[src/rtl/ps2_keyboard_rx_if.sv]
// Bundle of the PS/2 pins and the decoded key outputs.
// The receiver takes the master side. A consumer or stimulus source takes the slave side.
interface ps2_keyboard_rx_if;
  logic       ps2_clk;
  logic       ps2_data;
  logic [7:0] keycode;
  logic       keypress;
  logic       extended;
  logic       code_valid;
  logic       frame_err;

  modport master (
    input  ps2_clk,
    input  ps2_data,
    output keycode,
    output keypress,
    output extended,
    output code_valid,
    output frame_err
  );

  modport slave (
    output ps2_clk,
    output ps2_data,
    input  keycode,
    input  keypress,
    input  extended,
    input  code_valid,
    input  frame_err
  );
endinterface

[src/rtl/ps2_keyboard_rx.sv]
// PS/2 keyboard receiver. It synchronises and glitch-filters the PS/2 pins, assembles 11-bit frames,
// and decodes F0/E0-prefixed scan codes into keycode/keypress/extended.
module ps2_keyboard_rx #(
  parameter int FILTER_LEN     = 8,
  parameter int TIMEOUT_CYCLES = 50000
) (
  input  logic              clk,
  input  logic              reset,
  ps2_keyboard_rx_if.master bus
);

  localparam int              TO_W     = $clog2(TIMEOUT_CYCLES);
  localparam logic [TO_W-1:0] TO_MAX   = TO_W'(TIMEOUT_CYCLES - 1);
  localparam logic [7:0]      FILT_MAX = 8'(FILTER_LEN - 1);

  typedef enum logic [1:0] {IDLE, DATA, PARITY, STOP} state_t;

  logic            clk_meta, clk_sync, dat_meta, dat_sync;
  logic            filt_clk;
  logic [7:0]      filt_cnt;
  logic            filt_hit, fall;
  state_t          state, state_nxt;
  logic [2:0]      bit_cnt, bit_cnt_nxt;
  logic            par_err, par_err_nxt;
  logic [TO_W-1:0] to_cnt, to_cnt_nxt;
  logic            emit_nxt, err_nxt;
  logic [7:0]      shift;
  logic            vld_p1, err_p1;
  logic [7:0]      byte_p1;
  logic [7:0]      keycode_p2;
  logic            keypress_p2, extended_p2, vld_p2;
  logic            brk_pend, ext_pend;

  // Stage: two-flop synchronisers. They idle high, which matches the bus idle level.
  always_ff @(posedge clk or posedge reset) begin
    if (reset) begin
      clk_meta <= 1'b1;
      clk_sync <= 1'b1;
      dat_meta <= 1'b1;
      dat_sync <= 1'b1;
    end else begin
      clk_meta <= bus.ps2_clk;
      clk_sync <= clk_meta;
      dat_meta <= bus.ps2_data;
      dat_sync <= dat_meta;
    end
  end

  // Stage: glitch filter. fall is high in the cycle where the filtered clock commits to 0.
  assign filt_hit = (clk_sync != filt_clk) && (filt_cnt == FILT_MAX);
  assign fall     = filt_hit && filt_clk;

  always_ff @(posedge clk or posedge reset) begin
    if (reset) begin
      filt_clk <= 1'b1;
      filt_cnt <= '0;
    end else if (clk_sync == filt_clk) begin
      filt_cnt <= '0;
    end else if (filt_hit) begin
      filt_clk <= clk_sync;
      filt_cnt <= '0;
    end else begin
      filt_cnt <= filt_cnt + 8'd1;
    end
  end

  // Stage: frame FSM
  always_ff @(posedge clk or posedge reset) begin
    if (reset) begin
      state   <= IDLE;
      bit_cnt <= '0;
      par_err <= 1'b0;
      to_cnt  <= '0;
    end else begin
      state   <= state_nxt;
      bit_cnt <= bit_cnt_nxt;
      par_err <= par_err_nxt;
      to_cnt  <= to_cnt_nxt;
    end
  end

  always_ff @(posedge clk) begin
    if (fall && state == DATA) shift <= {dat_sync, shift[7:1]};
  end

  always_comb begin
    state_nxt   = state;
    bit_cnt_nxt = bit_cnt;
    par_err_nxt = par_err;
    emit_nxt    = 1'b0;
    err_nxt     = 1'b0;
    to_cnt_nxt  = (state == IDLE || fall) ? '0 : to_cnt + 1'b1;
    if (state != IDLE && !fall && to_cnt == TO_MAX) begin
      state_nxt  = IDLE;
      err_nxt    = 1'b1;
      to_cnt_nxt = '0;
    end else if (fall) begin
      case (state)
        IDLE: begin
          if (!dat_sync) begin
            state_nxt   = DATA;
            bit_cnt_nxt = '0;
          end else begin
            err_nxt = 1'b1;
          end
        end
        DATA: begin
          bit_cnt_nxt = bit_cnt + 3'd1;
          if (bit_cnt == 3'd7) state_nxt = PARITY;
        end
        PARITY: begin
          // Odd parity: the XOR over the data bits and the parity bit must be 1.
          par_err_nxt = ~(^shift ^ dat_sync);
          state_nxt   = STOP;
        end
        STOP: begin
          if (dat_sync && !par_err) emit_nxt = 1'b1;
          else                      err_nxt  = 1'b1;
          state_nxt = IDLE;
        end
        default: state_nxt = IDLE;
      endcase
    end
  end

  // Stage: emitted byte / error strobe
  always_ff @(posedge clk or posedge reset) begin
    if (reset) begin
      vld_p1 <= 1'b0;
      err_p1 <= 1'b0;
    end else begin
      vld_p1 <= emit_nxt;
      err_p1 <= err_nxt;
    end
  end

  always_ff @(posedge clk) begin
    if (emit_nxt) byte_p1 <= shift;
  end

  // Stage: prefix decoder and output registers
  always_ff @(posedge clk or posedge reset) begin
    if (reset) begin
      keycode_p2  <= 8'h00;
      keypress_p2 <= 1'b0;
      extended_p2 <= 1'b0;
      vld_p2      <= 1'b0;
      brk_pend    <= 1'b0;
      ext_pend    <= 1'b0;
    end else begin
      vld_p2 <= 1'b0;
      if (vld_p1) begin
        case (byte_p1)
          8'hF0: brk_pend <= 1'b1;
          8'hE0: ext_pend <= 1'b1;
          default: begin
            keycode_p2  <= byte_p1;
            keypress_p2 <= ~brk_pend;
            extended_p2 <= ext_pend;
            vld_p2      <= 1'b1;
            brk_pend    <= 1'b0;
            ext_pend    <= 1'b0;
          end
        endcase
      end else if (err_p1) begin
        // Drop partial prefixes so a truncated break never turns a later make into a break.
        brk_pend <= 1'b0;
        ext_pend <= 1'b0;
      end
    end
  end

  assign bus.keycode    = keycode_p2;
  assign bus.keypress   = keypress_p2;
  assign bus.extended   = extended_p2;
  assign bus.code_valid = vld_p2;
  assign bus.frame_err  = err_p1;

endmodule
[src/flat_wrapper.sv]
// flat-port wrapper written by rule: the top's interface ports become plain ports
module ps2_keyboard_rx_flat 
#(
  parameter int FILTER_LEN     = 8,
  parameter int TIMEOUT_CYCLES = 50000
)
  (clk, reset, bus_ps2_clk, bus_ps2_data, bus_keycode, bus_keypress, bus_extended, bus_code_valid, bus_frame_err);
  ps2_keyboard_rx_if bus_i ();
  input  logic clk;
  input  logic reset;
  input wire logic [$bits(bus_i.ps2_clk)-1:0] bus_ps2_clk;
  input wire logic [$bits(bus_i.ps2_data)-1:0] bus_ps2_data;
  output wire logic [$bits(bus_i.keycode)-1:0] bus_keycode;
  output wire logic [$bits(bus_i.keypress)-1:0] bus_keypress;
  output wire logic [$bits(bus_i.extended)-1:0] bus_extended;
  output wire logic [$bits(bus_i.code_valid)-1:0] bus_code_valid;
  output wire logic [$bits(bus_i.frame_err)-1:0] bus_frame_err;
  assign bus_i.ps2_clk = bus_ps2_clk;
  assign bus_i.ps2_data = bus_ps2_data;
  assign bus_keycode = bus_i.keycode;
  assign bus_keypress = bus_i.keypress;
  assign bus_extended = bus_i.extended;
  assign bus_code_valid = bus_i.code_valid;
  assign bus_frame_err = bus_i.frame_err;
  ps2_keyboard_rx #(.FILTER_LEN(FILTER_LEN), .TIMEOUT_CYCLES(TIMEOUT_CYCLES)) u_core (.clk(clk), .reset(reset), .bus(bus_i));
endmodule
[config.mk]
export PLATFORM = sky130hd
export DESIGN_NAME = ps2_keyboard_rx_flat
export DESIGN_NICKNAME = d
export VERILOG_FILES = /design/src/rtl/ps2_keyboard_rx_if.sv /design/src/rtl/ps2_keyboard_rx.sv /design/src/flat_wrapper.sv
export SDC_FILE = /design/constraint.sdc
export NUM_CORES = 1
export LEC_CHECK = 0
export ABC_CLOCK_PERIOD_IN_PS = 4400
export BUFFER_PORTS_ARGS = -buffer_cell sky130_fd_sc_hd__buf_2
export CAP_MARGIN = 25
export CORE_MARGIN = 5
export CORE_UTILIZATION = 46
export DETAILED_ROUTE_END_ITERATION = 16
export GPL_TIMING_DRIVEN = 0
export PLACE_DENSITY = 0.73
export SLEW_MARGIN = 0
export SYNTH_ARGS = -nofsm -noshare
export SYNTH_HDL_FRONTEND = slang
export SYNTH_SLANG_ARGS = --single-unit
[constraint.sdc]
create_clock -name clk -period 4.4 [get_ports clk]
set_input_delay 0.88 -clock clk [delete_from_list [all_inputs] [get_ports clk]]
set_output_delay 0.88 -clock clk [all_outputs]
set_load 0.01 [all_outputs]
* Word-level counts from Yosys, hierarchy flattened *
Cells that the tools add are included.

word-level totals
  register bits = 66
  bits in writable memories = 0
  memories = 0
  latch bits = 0
  ROM bits = 0
  output and inout port bits = 12
  word-level logic and storage cells = 94

operators by class
  equal/unequal tests = 15
  muxes and demuxes = 27
  bitwise gates (word level) = 6
  shift-type cells = 0
  add/sub/neg operators = 3
  reductions and logical operators = 23
  multiply operators = 0
  $lt $le $gt $ge = 0
  divide/modulo/power cells = 0

operators by type and width
  operator                 number
  $mux W16                 2
  $add A16 B1 Y16 const B  1
  $eq A16 B16 Y1 const B   1
  $eq A8 B8 Y1 const B     2
  $mux W8                  2
  $mux W1                  13
  $add A8 B1 Y8 const B    1
  $eq A8 B3 Y1 const B     1
  $mux W2                  4
  $pmux W2 S4              1
  $reduce_and A2 Y1        4
  $reduce_bool A2 Y1       4
  $reduce_xor A8 Y1        1
  $logic_and A1 B1 Y1      6
  $ne A2 B2 Y1 const B     3
  $ne A3 B3 Y1 const B     2
  $pmux W1 S2              3
  $pmux W3 S2              1
  $reduce_and A3 Y1        2
  $not A1 Y1               5
  $eq A2 B2 Y1 const B     2
  $reduce_and A4 Y1        1
  $add A3 B1 Y3 const B    1
  $eq A3 B3 Y1 const B     1
  9 further kinds          10

* Depth between registers and ports, before layout *
  depth in word-level cells = 8
  mapped depth = 7
  gate-level depth less buffers = 6

* Least setup slack after synthesis *
Ideal clock, no wire load.

  kind = flip-flop to flip-flop
  start = register u_core.filt_cnt[0]
  end = register u_core.byte_p1[0], enable pin
  slack = 1.940 ns
  library setup time = 0.401 ns
  arrival = 2.059 ns
  data required time = 3.999 ns
  clock period less this slack = 2.460 ns
  cell stages (with the launch flop) = 5
  cells stage by stage = dfrtp_1 ha_1 nor4b_2 nand3_1 nor4b_1

between the ends
  word-level cells in the longest chain between the ends = 7
  elaborated cells on any way between the ends = 8
  those cells by class = eq/ne (1); mux (2); reduce/logical (5)

ends and longest elaborated chain
  what                              line                    text
  start: declaration                ps2_keyboard_rx.sv:20   logic [7:0] filt_cnt;
  start signal: assignment          ps2_keyboard_rx.sv:63   filt_cnt <= filt_cnt + 8'd1;
  $eq A8 B3 Y1 *                    ps2_keyboard_rx.sv:50   assign filt_hit = (clk_sync != filt_clk) && (filt_cnt == FILT_MAX);
  $logic_and A1 B1 Y1 *             ps2_keyboard_rx.sv:50
  $logic_and A1 B1 Y1 *             ps2_keyboard_rx.sv:51   assign fall = filt_hit && filt_clk;
  $logic_not A1 Y1                  ps2_keyboard_rx.sv:93   if (state != IDLE && !fall && to_cnt == TO_MAX) begin
  $logic_and A1 B1 Y1 (2 in a row)  ps2_keyboard_rx.sv:93
  $mux W1 *                         ps2_keyboard_rx.sv:93
  named net u_core.emit_nxt         ps2_keyboard_rx.sv:26   logic emit_nxt, err_nxt;
  end signal: assignment            ps2_keyboard_rx.sv:138  if (emit_nxt) byte_p1 <= shift;
  end: declaration                  ps2_keyboard_rx.sv:29   logic [7:0] byte_p1;

The timed path passes the listed nets; every way through them passes the cells marked *.
A chain may end at the register's enable or synchronous reset.

* Worst setup path in the final report *
  start = register u_core.filt_cnt[0]
  end = register u_core.byte_p1[4], enable pin

The elaborated chain is that of the path after synthesis.

==> metrics.cfg <==
[clock_network]
cts_resized=0
postCtsSetupRepairBufs=0
postCtsHoldBufs=0
clock_latency_ps=340
clk_pin_slew_ps=70
clockBufferDepth=2
htreeDepth=3
numCtsBuffers=9
cts-root-buf=clkbuf_8
cts_tree=yes
numClockSinks=66

[setup_path]
r2r-end=u_core.byte_p1[4]$_DFFE_PP_
r2r_start=u_core.filt_cnt[0]$_DFF_PP0_
path_cells=ha_1 -> nor4b_2 -> nand3_1 -> nor4b_2
cp_slowest_cell=nor4b_2
cp-end-kind=flop
arrival_ps=2400
path_common_cell=nor4b_2
startpoint=u_core.filt_cnt[0]$_DFF_PP0_
critPathMaxStageDelay_ps=900
crit_fanout=9
ff2ff_path_depth=4
start_kind=flop
path_buf_inv=0
reg2reg_setup_slack_ps=1960
path_delay_family=simple AND/OR/NAND/NOR gates
critPathKind=flop to flop
required_ps=4360

[run_status]
status=finished clean

[timing]
setup-tns-final_ps=0
hold_violations=0
clock_skew_ps=7.73
max_freq_mhz=410
max_slew_margin=0.351
finalCritPeriodShare=0.554
period_minus_slack_ps=2440
finalSetupViolations=0
rsz0062_at_grt=no
hold_slack_ps=357
tightest_slew_ps=971
slew_viol_final=0

[yosys]
syn_area_sq_mm=0.00292
synth.distinct_cells=43
seq_area_frac_synth=0.596
avgSynthCellArea_sq_um=11.8
synthesis.nets=260
synth_ff_type=dfrtp_1
postSynth.asyncResetShare=0.758
synth_edf_count=16
syn_inst=248
ys_ff_latch=66
yosys_warnings=0

[drt]
routedWlPerCell_um=13.4
via_count=1853
drt-total-wl_um=4770
drc=0
via_per_inst=5.19
ant_nets=0
drt_iter0_drc=113
first_pass_iters=4

[power]
p_total_w=0.00116
ir_drop_mv=0.274
power.leakage_nw=1.46
p_per_area_mw_per_mm2=355

[placement]
place.gp.congestion=0.791
io_buffers=15
dp_hpwl_um=3300

[floorplan]
ios=16
core_sq_mm=0.00624
fp.dieH_um=89.6
die_area_sq_mm=0.00803
rows=29
die_w_um=89.6
initial_core_util=0.467

[grt]
antenna_found_initial=0
groute.usage.overall=0.135
grt_pass1_wl_um=8250
overflow=0
grt_pass1_vias=1827
grt_max_degree=40

[min_path]
hp-start=u_core.dat_meta$_DFF_PP1_
worstHoldPathCells=0
min_to=u_core.dat_sync$_DFF_PP1_
hold_class=flop to flop

[final_layout]
area_delta_synth_final_pct=12.6
fin_nets=287
antenna_cells=0
layout-drive-gt1-share=0.186

[flow_run]
cap_violations=0

-- synth_stat cells, types with 2 or more instances --
library cell	n	area, sq um
a21o_1	2	15.0
a21oi_1	5	25.0
a31oi_1	3	18.8
and2_1	3	18.8
and3_1	8	50.1
and4_1	2	17.5
buf_2	3	15.0
dfrtp_1	45	1130
dfstp_2	5	131
edfxtp_1	16	480
ha_1	8	100
inv_1	11	41.3
mux2_2	5	56.3
nand2_1	27	101
nand3_1	7	35.0
nand4_1	6	37.5
nor2_1	25	93.8
nor2b_1	4	25.0
nor3_1	3	15.0
nor4_1	4	25.0
nor4b_1	2	17.5
nor4bb_1	2	20.0
o21ai_0	8	40.0
or3_1	3	18.8
xnor2_1	15	131
xor2_1	9	78.8
-- layout by cell type (no fill, tap or decap), drive strengths merged, types with 2 or more instances in the layout --
cell type / count
and3: 9
ha: 8
nand3: 7
nor4bb: 2
and4: 2
or3: 3
mux2: 5
edfxtp: 16
nor4: 4
clkbuf: 11
xnor2: 15
nor3: 3
nor4b: 3
xor2: 9
a31oi: 3
nor2: 25
dfrtp: 45
dfstp: 5
clkinv: 2
nand2: 27
clkinvlp: 3
inv: 12
a21o: 2
o21ai: 8
and2: 3
buf: 20
a21oi: 6
nand4: 7
nor2b: 4
-- registers in the layout (all words and copies together), names as in the netlist --
| signal | flops |
|---|---|
| u_core.par_err | 1 |
| u_core.brk_pend | 1 |
| u_core.clk_sync | 1 |
| u_core.bus.code_valid | 1 |
| u_core.dat_sync | 1 |
| u_core.byte_p1 | 8 |
| u_core.bit_cnt | 3 |
| u_core.to_cnt | 16 |
| u_core.bus.keycode | 8 |
| u_core.vld_p1 | 1 |
| u_core.bus.extended | 1 |
| u_core.dat_meta | 1 |
| u_core.state | 2 |
| u_core.clk_meta | 1 |
| u_core.bus.keypress | 1 |
| u_core.bus.frame_err | 1 |
| u_core.filt_clk | 1 |
| u_core.ext_pend | 1 |
| u_core.shift | 8 |
| u_core.filt_cnt | 8 |
-- cells by family (layout without fill, tap and decap cells) --
| logic type | after synthesis | in the layout | synth area share |
|---|---|---|---|
| mux | 5 | 5 | 0.0193 |
| simple gates | 102 | 102 | 0.189 |
| fa+ha+maj | 8 | 8 | 0.0343 |
| buf+inv | 16 | 48 | 0.0245 |
| flops | 66 | 66 | 0.596 |
| compound gates | 26 | 26 | 0.0571 |
| xor+xnor | 25 | 25 | 0.0798 |
-- worst max path at each step --
| stage | cells after the start | to | slack (ps) |
|---|---|---|---|
| 4_1_cts | 4 | u_core.byte_p1[2]$_DFFE_PP_ | 1950 |
| 2_1_floorplan | 4 | u_core.byte_p1[0]$_DFFE_PP_ | 1940 |
| 6_report | 4 | u_core.byte_p1[4]$_DFFE_PP_ | 1960 |
| 3_3_place_gp | 4 | u_core.byte_p1[3]$_DFFE_PP_ | 1390 |
| 3_5_place_dp | 4 | u_core.byte_p1[5]$_DFFE_PP_ | 1970 |
| 5_1_grt | 4 | u_core.byte_p1[4]$_DFFE_PP_ | 1760 |
-- final cells by class --
| type | instances | area [sq um] |
|---|---|---|
| well taps | 77 | 96.3 |
| plain buffers | 5 | 30.0 |
| repair buffers | 16 | 95.1 |
| multi-input cells | 166 | 1110 |
| fillers | 573 | 2960 |
| flip-flops and latches | 66 | 1740 |
| inverters | 11 | 41.3 |
| clock buffers | 10 | 128 |
| clock inverters | 6 | 41.3 |
-- report_power, final --
group | total [W] | internal, W | switching, W
registers | 0.000662 | 0.000646 | 0.0000163
logic | 0.0000648 | 0.0000260 | 0.0000387
clock network | 0.000438 | 0.000204 | 0.000234
-- metal layers --
layer | vias up | wire [um] | GRT usage
li1 | 921 | - | -
met1 | 901 | 2210 | 0.168
met2 | 24 | 2290 | 0.211
met3 | 7 | 185 | 0.0429
met4 | 0 | 85 | 0.0717
met5 | - | 0 | 0
-- metrics by stage --
step                      worst slack (ps)  area (sq um)  utilization  cells
after floorplan                       1940          2920            -    248
after global placement                1390          3090        0.495    340
after detailed placement              1970          3110        0.499    341
after CTS                             1950          3280        0.526    357
after global routing                  1760          3280        0.526    357
final                                 1960          3280        0.526    357
Note: power is estimated with default switching activity, not from simulation.
